--- config.mk ---
export PLATFORM = sky130hd
export DESIGN_NAME = unsigned_mul_8x8_ha_array_reducer_flat
export DESIGN_NICKNAME = d
export VERILOG_FILES = /design/src/rtl/unsigned_mul_8x8_ha_array_reducer_pkg.sv /design/src/rtl/unsigned_mul_8x8_ha_array_reducer_if.sv /design/src/rtl/unsigned_mul_8x8_ha_array_reducer_ha_group_weigh.sv /design/src/rtl/unsigned_mul_8x8_ha_array_reducer.sv /design/src/flat_wrapper.sv
export SDC_FILE = /design/constraint.sdc
export NUM_CORES = 1
export LEC_CHECK = 0
export BUFFER_PORTS_ARGS = -buffer_cell sky130_fd_sc_hd__buf_2
export CAP_MARGIN = 20
export CORE_MARGIN = 8
export CORE_UTILIZATION = 59
export DETAILED_ROUTE_END_ITERATION = 6
export PLACE_DENSITY = 0.83
export SETUP_SLACK_MARGIN = 0.1
export SKIP_CTS_REPAIR_TIMING = 1
export SYNTH_ARGS = -nofsm -noshare
export SYNTH_HDL_FRONTEND = slang
export SYNTH_SLANG_ARGS = --single-unit
--- constraint.sdc ---
create_clock -name clk -period 4.9 [get_ports clk]
set_input_delay 0.98 -clock clk [delete_from_list [all_inputs] [get_ports clk]]
set_output_delay 0.98 -clock clk [all_outputs]
set_load 0.005 [all_outputs]
--- src/rtl/unsigned_mul_8x8_ha_array_reducer_pkg.sv ---
// Shared types and widths for the approximate 8x8 multiplier half-adder-array path.
// Each group carries a 9-bit sum row (t) and a 7-bit carry row (b) two bit positions above it.
package unsigned_mul_8x8_pkg;

   localparam int HA_B_W    = 7;
   localparam int HA_T_W    = 9;
   localparam int HA_GROUPS = 4;
   localparam int PROD_W    = 16;
   localparam int SUM_W     = 17;
   localparam int G_W       = 11;
   localparam int S1_W      = 13;

   typedef struct packed {
      logic [HA_B_W-1:0] b;
      logic [HA_T_W-1:0] t;
   } ha_group_t;

   // The carry row sits two bit positions above the sum row.
   function automatic logic [G_W-1:0] group_value(ha_group_t grp);
      return {2'b00, grp.t} + {2'b00, grp.b, 2'b00};
   endfunction

endpackage

--- src/rtl/unsigned_mul_8x8_ha_array_reducer_if.sv ---
// Handshake bus between the half-adder-array generator, the reducer and the product consumer.
// The master side drives groups and out_ready; the slave side is the reducer.
interface unsigned_mul_8x8_ha_array_reducer_if #(
   parameter int SAT_CNT_W = 8
) ();
   import unsigned_mul_8x8_pkg::*;

   logic                 in_valid;
   logic                 in_ready;
   logic [HA_B_W-1:0]    ha_array_0_b;
   logic [HA_B_W-1:0]    ha_array_1_b;
   logic [HA_B_W-1:0]    ha_array_2_b;
   logic [HA_B_W-1:0]    ha_array_3_b;
   logic [HA_T_W-1:0]    ha_array_0_t;
   logic [HA_T_W-1:0]    ha_array_1_t;
   logic [HA_T_W-1:0]    ha_array_2_t;
   logic [HA_T_W-1:0]    ha_array_3_t;
   logic                 out_valid;
   logic                 out_ready;
   logic [PROD_W-1:0]    product;
   logic                 sat;
   logic [SAT_CNT_W-1:0] sat_count;

   modport master (
      output in_valid, ha_array_0_b, ha_array_1_b, ha_array_2_b, ha_array_3_b,
             ha_array_0_t, ha_array_1_t, ha_array_2_t, ha_array_3_t, out_ready,
      input  in_ready, out_valid, product, sat, sat_count
   );

   modport slave (
      input  in_valid, ha_array_0_b, ha_array_1_b, ha_array_2_b, ha_array_3_b,
             ha_array_0_t, ha_array_1_t, ha_array_2_t, ha_array_3_t, out_ready,
      output in_ready, out_valid, product, sat, sat_count
   );

endinterface

--- src/rtl/unsigned_mul_8x8_ha_array_reducer_ha_group_weigh.sv ---
// Combinational weighting of one half-adder-array group into its 11-bit value.
module ha_group_weigh
   import unsigned_mul_8x8_pkg::*;
(
   input  ha_group_t      grp,
   output logic [G_W-1:0] g_val
);

   assign g_val = group_value(grp);

endmodule

--- src/rtl/unsigned_mul_8x8_ha_array_reducer.sv ---
// Two-stage elastic reducer: weighs and pairs the four groups, then sums and saturates to 16 bits.
// Counts delivered saturated products in a sticky counter.
module unsigned_mul_8x8_ha_array_reducer #(
   parameter int SAT_CNT_W = 8
) (
   input logic                            clk,
   input logic                            rst,
   unsigned_mul_8x8_ha_array_reducer_if.slave bus
);
   import unsigned_mul_8x8_pkg::*;

   ha_group_t            grp [HA_GROUPS];
   logic [G_W-1:0]       g_val [HA_GROUPS];

   logic                 v1_reg;
   logic                 v2_reg;
   logic                 adv1;
   logic                 adv2;
   logic [S1_W-1:0]      s01_reg;
   logic [S1_W-1:0]      s23_reg;
   logic [S1_W-1:0]      s01_next;
   logic [S1_W-1:0]      s23_next;
   logic [SUM_W-1:0]     sum_next;
   logic [PROD_W-1:0]    product_next;
   logic                 sat_next;
   logic [PROD_W-1:0]    product_reg;
   logic                 sat_reg;
   logic [SAT_CNT_W-1:0] sat_count_reg;
   logic                 out_fire;

   assign grp[0] = {bus.ha_array_0_b, bus.ha_array_0_t};
   assign grp[1] = {bus.ha_array_1_b, bus.ha_array_1_t};
   assign grp[2] = {bus.ha_array_2_b, bus.ha_array_2_t};
   assign grp[3] = {bus.ha_array_3_b, bus.ha_array_3_t};

   generate
      for (genvar gi = 0; gi < HA_GROUPS; gi++) begin : g_weigh
         ha_group_weigh u_weigh (
            .grp   (grp[gi]),
            .g_val (g_val[gi])
         );
      end
   endgenerate

   // Odd groups sit two bit positions above their even partner.
   assign s01_next = {2'b00, g_val[0]} + {g_val[1], 2'b00};
   assign s23_next = {2'b00, g_val[2]} + {g_val[3], 2'b00};

   // The sum never reaches 2^17, so bit 16 alone flags overflow of the 16-bit product.
   assign sum_next     = {4'b0000, s01_reg} + {s23_reg, 4'b0000};
   assign sat_next     = sum_next[SUM_W-1];
   assign product_next = sat_next ? {PROD_W{1'b1}} : sum_next[PROD_W-1:0];

   assign adv2     = !v2_reg || bus.out_ready;
   assign adv1     = !v1_reg || adv2;
   assign out_fire = v2_reg && bus.out_ready;

   always_ff @(posedge clk or posedge rst) begin
      if (rst) begin
         v1_reg        <= 1'b0;
         v2_reg        <= 1'b0;
         s01_reg       <= '0;
         s23_reg       <= '0;
         product_reg   <= '0;
         sat_reg       <= 1'b0;
         sat_count_reg <= '0;
      end else begin
         if (adv1) begin
            v1_reg <= bus.in_valid;
            if (bus.in_valid) begin
               s01_reg <= s01_next;
               s23_reg <= s23_next;
            end
         end
         if (adv2) begin
            v2_reg <= v1_reg;
            if (v1_reg) begin
               product_reg <= product_next;
               sat_reg     <= sat_next;
            end
         end
         if (out_fire && sat_reg && (sat_count_reg != {SAT_CNT_W{1'b1}})) begin
            sat_count_reg <= sat_count_reg + SAT_CNT_W'(1);
         end
      end
   end

   assign bus.in_ready  = adv1;
   assign bus.out_valid = v2_reg;
   assign bus.product   = product_reg;
   assign bus.sat       = sat_reg;
   assign bus.sat_count = sat_count_reg;

endmodule

--- src/flat_wrapper.sv ---
// flat-port wrapper written by rule: the top's interface ports become plain ports
module unsigned_mul_8x8_ha_array_reducer_flat import unsigned_mul_8x8_pkg::*;
#(
   parameter int SAT_CNT_W = 8
)
  (clk, rst, bus_in_valid, bus_ha_array_0_b, bus_ha_array_1_b, bus_ha_array_2_b, bus_ha_array_3_b, bus_ha_array_0_t, bus_ha_array_1_t, bus_ha_array_2_t, bus_ha_array_3_t, bus_out_ready, bus_in_ready, bus_out_valid, bus_product, bus_sat, bus_sat_count);
  unsigned_mul_8x8_ha_array_reducer_if #(.SAT_CNT_W(SAT_CNT_W)) bus_i ();
  input logic clk;
  input logic rst;
  input wire logic [$bits(bus_i.in_valid)-1:0] bus_in_valid;
  input wire logic [$bits(bus_i.ha_array_0_b)-1:0] bus_ha_array_0_b;
  input wire logic [$bits(bus_i.ha_array_1_b)-1:0] bus_ha_array_1_b;
  input wire logic [$bits(bus_i.ha_array_2_b)-1:0] bus_ha_array_2_b;
  input wire logic [$bits(bus_i.ha_array_3_b)-1:0] bus_ha_array_3_b;
  input wire logic [$bits(bus_i.ha_array_0_t)-1:0] bus_ha_array_0_t;
  input wire logic [$bits(bus_i.ha_array_1_t)-1:0] bus_ha_array_1_t;
  input wire logic [$bits(bus_i.ha_array_2_t)-1:0] bus_ha_array_2_t;
  input wire logic [$bits(bus_i.ha_array_3_t)-1:0] bus_ha_array_3_t;
  input wire logic [$bits(bus_i.out_ready)-1:0] bus_out_ready;
  output wire logic [$bits(bus_i.in_ready)-1:0] bus_in_ready;
  output wire logic [$bits(bus_i.out_valid)-1:0] bus_out_valid;
  output wire logic [$bits(bus_i.product)-1:0] bus_product;
  output wire logic [$bits(bus_i.sat)-1:0] bus_sat;
  output wire logic [$bits(bus_i.sat_count)-1:0] bus_sat_count;
  assign bus_i.in_valid = bus_in_valid;
  assign bus_i.ha_array_0_b = bus_ha_array_0_b;
  assign bus_i.ha_array_1_b = bus_ha_array_1_b;
  assign bus_i.ha_array_2_b = bus_ha_array_2_b;
  assign bus_i.ha_array_3_b = bus_ha_array_3_b;
  assign bus_i.ha_array_0_t = bus_ha_array_0_t;
  assign bus_i.ha_array_1_t = bus_ha_array_1_t;
  assign bus_i.ha_array_2_t = bus_ha_array_2_t;
  assign bus_i.ha_array_3_t = bus_ha_array_3_t;
  assign bus_i.out_ready = bus_out_ready;
  assign bus_in_ready = bus_i.in_ready;
  assign bus_out_valid = bus_i.out_valid;
  assign bus_product = bus_i.product;
  assign bus_sat = bus_i.sat;
  assign bus_sat_count = bus_i.sat_count;
  unsigned_mul_8x8_ha_array_reducer #(.SAT_CNT_W(SAT_CNT_W)) u_core (.clk(clk), .rst(rst), .bus(bus_i));
endmodule
==> flow_summary.html <==
<table>
<tr><th>Metric</th><th>Value</th></tr>
<tr><th colspan="2">Power</th></tr>
<tr><td>Power density normalized to cell area</td><td>431 nW/um2</td></tr>
<tr><td>Leakage power summed over all cells</td><td>around 2.3 nW</td></tr>
<tr><td>Sequential power share</td><td>0.342</td></tr>
<tr><td>Comb power frac</td><td>0.545</td></tr>
<tr><td>Switching power summed over all nets</td><td>approximately 0.0008 W</td></tr>
<tr><td>Post-route total power</td><td>0.00207 W</td></tr>
<tr><td>Net switching fraction of the power</td><td>0.396</td></tr>
<tr><td>Part of the total power dissipated in the clock network</td><td>0.112</td></tr>
<tr><td>Maximum ir drop on the vdd rail</td><td>0.000161 V</td></tr>
<tr><td>Cell internal pwr</td><td>0.00125 W</td></tr>
<tr><th colspan="2">Place</th></tr>
<tr><td>Input/output buffers</td><td>94</td></tr>
<tr><td>Final HPWL DP</td><td>between 6000 and 7000 um</td></tr>
<tr><td>Placed Cells</td><td>roughly 600</td></tr>
<tr><td>Placed Instance Area</td><td>~4700 um2</td></tr>
<tr><td>Final weighted congestion in routability-driven placement</td><td>about 0.78</td></tr>
<tr><th colspan="2">Worst setup path</th></tr>
<tr><td>Crit end category</td><td>flip-flop</td></tr>
<tr><td>R2R cell count</td><td>9</td></tr>
<tr><td>Cell family with most CP delay</td><td>adder cells</td></tr>
<tr><td>Critical path start-end classification</td><td>input pin to flip-flop</td></tr>
<tr><td>Worst setup path end</td><td>u_core.s01_reg[11]$_DFFE_PP0P_</td></tr>
<tr><td>Slowest Stage Delay on Critical Path</td><td>about 400 ps</td></tr>
<tr><td>Crit path cell chain</td><td>buf_2 -&gt; ha_1 -&gt; fa_1 -&gt; a21o_1 -&gt; a21oi_1 -&gt; xnor2_1 -&gt; ha_1 -&gt; and3_1 -&gt; a221o_1 -&gt; nor4_1 -&gt; nor4b_2 -&gt; xor2_1 -&gt; o21ai_1</td></tr>
<tr><td>Critical Path Source</td><td>bus_ha_array_0_t[2]</td></tr>
<tr><td>Worst reg2reg startpoint</td><td>u_core.s23_reg[0]$_DFFE_PP0P_</td></tr>
<tr><td>CP Buf/Inv Count</td><td>1</td></tr>
<tr><td>Total number of cells along the worst setup path</td><td>13</td></tr>
<tr><td>Data required time of the critical path</td><td>5120 ps</td></tr>
<tr><td>CP most frequent cell</td><td>ha_1</td></tr>
<tr><td>Slowest CP cell</td><td>fa_1</td></tr>
<tr><td>Startpoint type of the worst setup path</td><td>input pin</td></tr>
<tr><td>Worst Path Arrival</td><td>between 3000 and 4000 ps</td></tr>
<tr><td>Register-to-register path setup slack</td><td>approximately 2200 ps</td></tr>
<tr><td>Reg-to-reg endpoint</td><td>u_core.bus.product[2]$_DFFE_PP0P_</td></tr>
<tr><td>Maximum fanout count along the critical path</td><td>6</td></tr>
<tr><th colspan="2">Floorplan</th></tr>
<tr><td>Die span in y</td><td>around 100 um</td></tr>
<tr><td>Floorplan Core Area</td><td>between 6000 and 7000 um2</td></tr>
<tr><td>Horiz. Die Dim</td><td>99.7 um</td></tr>
<tr><td>I/O pins</td><td>between 90 and 100</td></tr>
<tr><td>Starting density of the core</td><td>0.609</td></tr>
<tr><td>Number of core rows</td><td>30</td></tr>
<tr><td>Floorplan die area</td><td>between 9000 and 10,000 um2</td></tr>
<tr><th colspan="2">CTS</th></tr>
<tr><td>H-tree depth reported by CTS</td><td>2</td></tr>
<tr><td>Number of buffers created by CTS</td><td>5</td></tr>
<tr><td>CTS tree</td><td>done</td></tr>
<tr><td>Clock Sink Count</td><td>53</td></tr>
<tr><td>Clock-pin slew reported for the worst setup and hold paths after clock tree synthesis</td><td>80 ps</td></tr>
<tr><td>Clock buffer depth</td><td>2</td></tr>
<tr><td>Clock Latency Late Sink</td><td>about 300 ps</td></tr>
<tr><td>Clock tree root driver cell</td><td>clkbuf_8</td></tr>
<tr><th colspan="2">STA</th></tr>
<tr><td>Unrepaired setup endpoints after global routing</td><td>no</td></tr>
<tr><td>Actual transition at the worst max-transition pin</td><td>around 710 ps</td></tr>
<tr><td>Final sum of negative setup slack</td><td>0 ps</td></tr>
<tr><td>Time the final worst path needs with I/O delays and setup</td><td>3570 ps</td></tr>
<tr><td>Final count of pins violating max slew</td><td>0</td></tr>
<tr><td>Worst-case clock skew</td><td>5.95 ps</td></tr>
<tr><td>Share of the clock period used by the worst path</td><td>0.729</td></tr>
<tr><td>Worst slew margin</td><td>0.524</td></tr>
<tr><td>Final hold vios</td><td>0</td></tr>
<tr><td>Setup Viol. Count Final</td><td>0</td></tr>
<tr><td>Highest achievable clock rate</td><td>approximately 0.28 GHz</td></tr>
<tr><th colspan="2">Final layout</th></tr>
<tr><td>Cell Count, Final, Fillers Out</td><td>slightly above 600</td></tr>
<tr><td>Cell area after layout</td><td>4810 um2</td></tr>
<tr><td>Area added between synthesis and finish</td><td>16.2%</td></tr>
<tr><td>Max FFs per register</td><td>16</td></tr>
<tr><td>Layout net count</td><td>about 640</td></tr>
<tr><td>Antenna Diode Count</td><td>0</td></tr>
<tr><td>Post-route core utilization</td><td>0.708</td></tr>
<tr><td>Share of layout cells above drive strength 1</td><td>0.237</td></tr>
<tr><th colspan="2">Synthesis</th></tr>
<tr><td>Compound-gate portion of the synthesized area</td><td>0.206</td></tr>
<tr><td>Post-Syn Nets</td><td>543</td></tr>
<tr><td>Post-Synth Simple-Gate Area</td><td>0.121</td></tr>
<tr><td>Number of synthesized flops with an enable pin</td><td>0</td></tr>
<tr><td>Ys flop type</td><td>dfrtp_1</td></tr>
<tr><td>Post-Synthesis Mean Instance Area</td><td>9.99 um2</td></tr>
<tr><td>Cell count after synthesis</td><td>between 400 and 500</td></tr>
<tr><td>Post-synthesis share of cell area spent on xor and xnor gates</td><td>0.108</td></tr>
<tr><td>Post-synthesis cell area</td><td>approximately 4100 um2</td></tr>
<tr><td>Portion of netlist area occupied by mux cells</td><td>0.0245</td></tr>
<tr><td>Area share of fa/ha/maj cells after synthesis</td><td>0.197</td></tr>
<tr><td>Fraction of registers with async set or reset after synthesis</td><td>1.00</td></tr>
<tr><td>Count of yosys warnings during synthesis</td><td>0</td></tr>
<tr><td>Number of unique standard cell types used by synthesis</td><td>47</td></tr>
<tr><td>Post-synthesis sequential element count</td><td>between 50 and 60</td></tr>
<tr><td>Register area share after synthesis</td><td>0.321</td></tr>
<tr><td>Main combinational cell family by area after synthesis</td><td>compound AO/OA/AOI/OAI gates</td></tr>
<tr><th colspan="2">Drt</th></tr>
<tr><td>Post-detailed-route count of antenna-violating nets</td><td>0</td></tr>
<tr><td>Via count</td><td>3,302</td></tr>
<tr><td>Number of DRC markers in iteration 0</td><td>between 90 and 100</td></tr>
<tr><td>Number of vias per cell after detailed routing</td><td>5.44</td></tr>
<tr><td>Number of iterations in the first detailed-routing pass</td><td>6</td></tr>
<tr><td>Routed wire per std cell</td><td>13.6 um</td></tr>
<tr><td>Routed wire length</td><td>8280 um</td></tr>
<tr><td>DRC errors left</td><td>0</td></tr>
<tr><th colspan="2">Job</th></tr>
<tr><td># Max-Cap Violations</td><td>0</td></tr>
<tr><th colspan="2">Global route</th></tr>
<tr><td>Global-route wire length before repair</td><td>around 15,000 um</td></tr>
<tr><td>Pin count of the biggest net entering global routing</td><td>54</td></tr>
<tr><td>Antenna violations before repair</td><td>0</td></tr>
<tr><td>GR Util All Layers</td><td>0.173</td></tr>
<tr><td>Vias in the first global route</td><td>3,451</td></tr>
<tr><td>Total gr overflow</td><td>0</td></tr>
<tr><th colspan="2">Hold path</th></tr>
<tr><td>HP Class</td><td>flip-flop to flip-flop</td></tr>
<tr><th colspan="2">Outcome</th></tr>
<tr><td>Status</td><td>complete, no violations</td></tr>
</table>
synthesized netlist by cell type, types with 6 or more instances:
cell | count | share of area
a21oi_1 | 25 | 0.030
ha_1 | 54 | 0.16
o211ai_1 | 7 | 0.013
a21o_1 | 14 | 0.025
nand2b_1 | 6 | 0.0091
nand2_1 | 29 | 0.026
o22a_1 | 15 | 0.032
clkbuf_1 | 6 | 0.0054
mux2_2 | 9 | 0.025
fa_1 | 7 | 0.034
and3_1 | 6 | 0.0091
o21bai_1 | 10 | 0.018
xor2_1 | 23 | 0.049
o21ai_0 | 15 | 0.018
xnor2_1 | 28 | 0.059
nor2_1 | 20 | 0.018
o21ai_1 | 10 | 0.012
inv_1 | 17 | 0.015
nand3_1 | 9 | 0.011
dfrtp_1 | 53 | 0.32
worst min-delay path by stage:
| stage | slack, ps | end | start | cells after the start |
|---|---|---|---|---|
| global route | 530 | u_core.bus.product[2]$_DFFE_PP0P_ | u_core.s01_reg[2]$_DFFE_PP0P_ | 1 |
| global placement | 460 | u_core.bus.product[1]$_DFFE_PP0P_ | u_core.s01_reg[1]$_DFFE_PP0P_ | 1 |
| CTS | 500 | u_core.bus.sat_count[7]$_DFFE_PP0P_ | u_core.bus.sat_count[7]$_DFFE_PP0P_ | 1 |
| floorplan | 450 | u_core.bus.out_valid$_DFFE_PP0P_ | u_core.v1_reg$_DFFE_PP0N_ | 1 |
| detailed placement | 480 | u_core.bus.out_valid$_DFFE_PP0P_ | u_core.v1_reg$_DFFE_PP0N_ | 1 |
| finish | 490 | u_core.bus.sat_count[7]$_DFFE_PP0P_ | u_core.bus.sat_count[7]$_DFFE_PP0P_ | 1 |
area by class of cell:
type                    instances  area, um2
fillers                       513       1990
inverters                      17       63.8
clock inverters                 1       7.51
multi-input cells             337       2720
clock buffers                   7       76.3
repair buffers                 96        498
flip-flops and latches         53       1330
well taps                      96        120
worst reg2reg max path, cell delays in order, from the launching register on:
cell and delay (ps):
dfrtp_1 370, ha_1 190, inv_1 60, fa_1 400
nand2b_1 180, a21oi_1 200, o21ai_1 160, o21a_1 240
o311ai_4 580, o22a_1 250
stage by stage:
stage / setup slack (ps) / hold slack (ps)
after floorplan: 1310 / 449
after global placement: 1110 / 463
after detailed placement: 997 / 476
after CTS: 1310 / 499
after global routing: 1110 / 528
final: 1330 / 492
power by group through the flow:
stage | combinational [W] | sequential [W] | clock (W)
after global placement | 0.00108 | 0.000711 | 0
after global routing | 0.00128 | 0.000733 | 0.000257
after CTS | 0.00114 | 0.000712 | 0.000238
after detailed placement | 0.00113 | 0.000720 | 0
final | 0.00113 | 0.000710 | 0.000233
after floorplan | 0.000843 | 0.000703 | 0
per-layer routing:
layer,GRT usage,up-vias,routed length [um]
li1,-,1710,-
met2,0.296,75,3860
met5,0,-,0
met4,0.0536,0,106
met3,0.0398,9,410
met1,0.209,1508,3900
layout by cell type (no fill, tap or decap), drive strengths merged, types with 6 or more instances in the layout:
| cell type | count |
|---|---|
| xor2 | 23 |
| and3 | 6 |
| nor2 | 20 |
| fa | 7 |
| nand2b | 6 |
| buf | 96 |
| xnor2 | 28 |
| mux2 | 9 |
| a21o | 15 |
| o21ai | 25 |
| a21oi | 25 |
| inv | 17 |
| ha | 54 |
| o21bai | 10 |
| o211ai | 7 |
| nand3 | 9 |
| dfrtp | 53 |
| nand2 | 29 |
| o22a | 15 |
| clkbuf | 7 |
kinds of logic (layout without fill, tap and decap cells):
group / after synthesis / count (layout)
AO/OA/AOI/OAI: 121 / 121
XOR/XNOR: 51 / 51
adder cells (fa/ha/maj): 61 / 61
buffers and inverters: 24 / 121
flip-flops: 53 / 53
multiplexers: 9 / 9
AND/OR/NAND/NOR: 95 / 95
(Power assumes the default switching activity.)
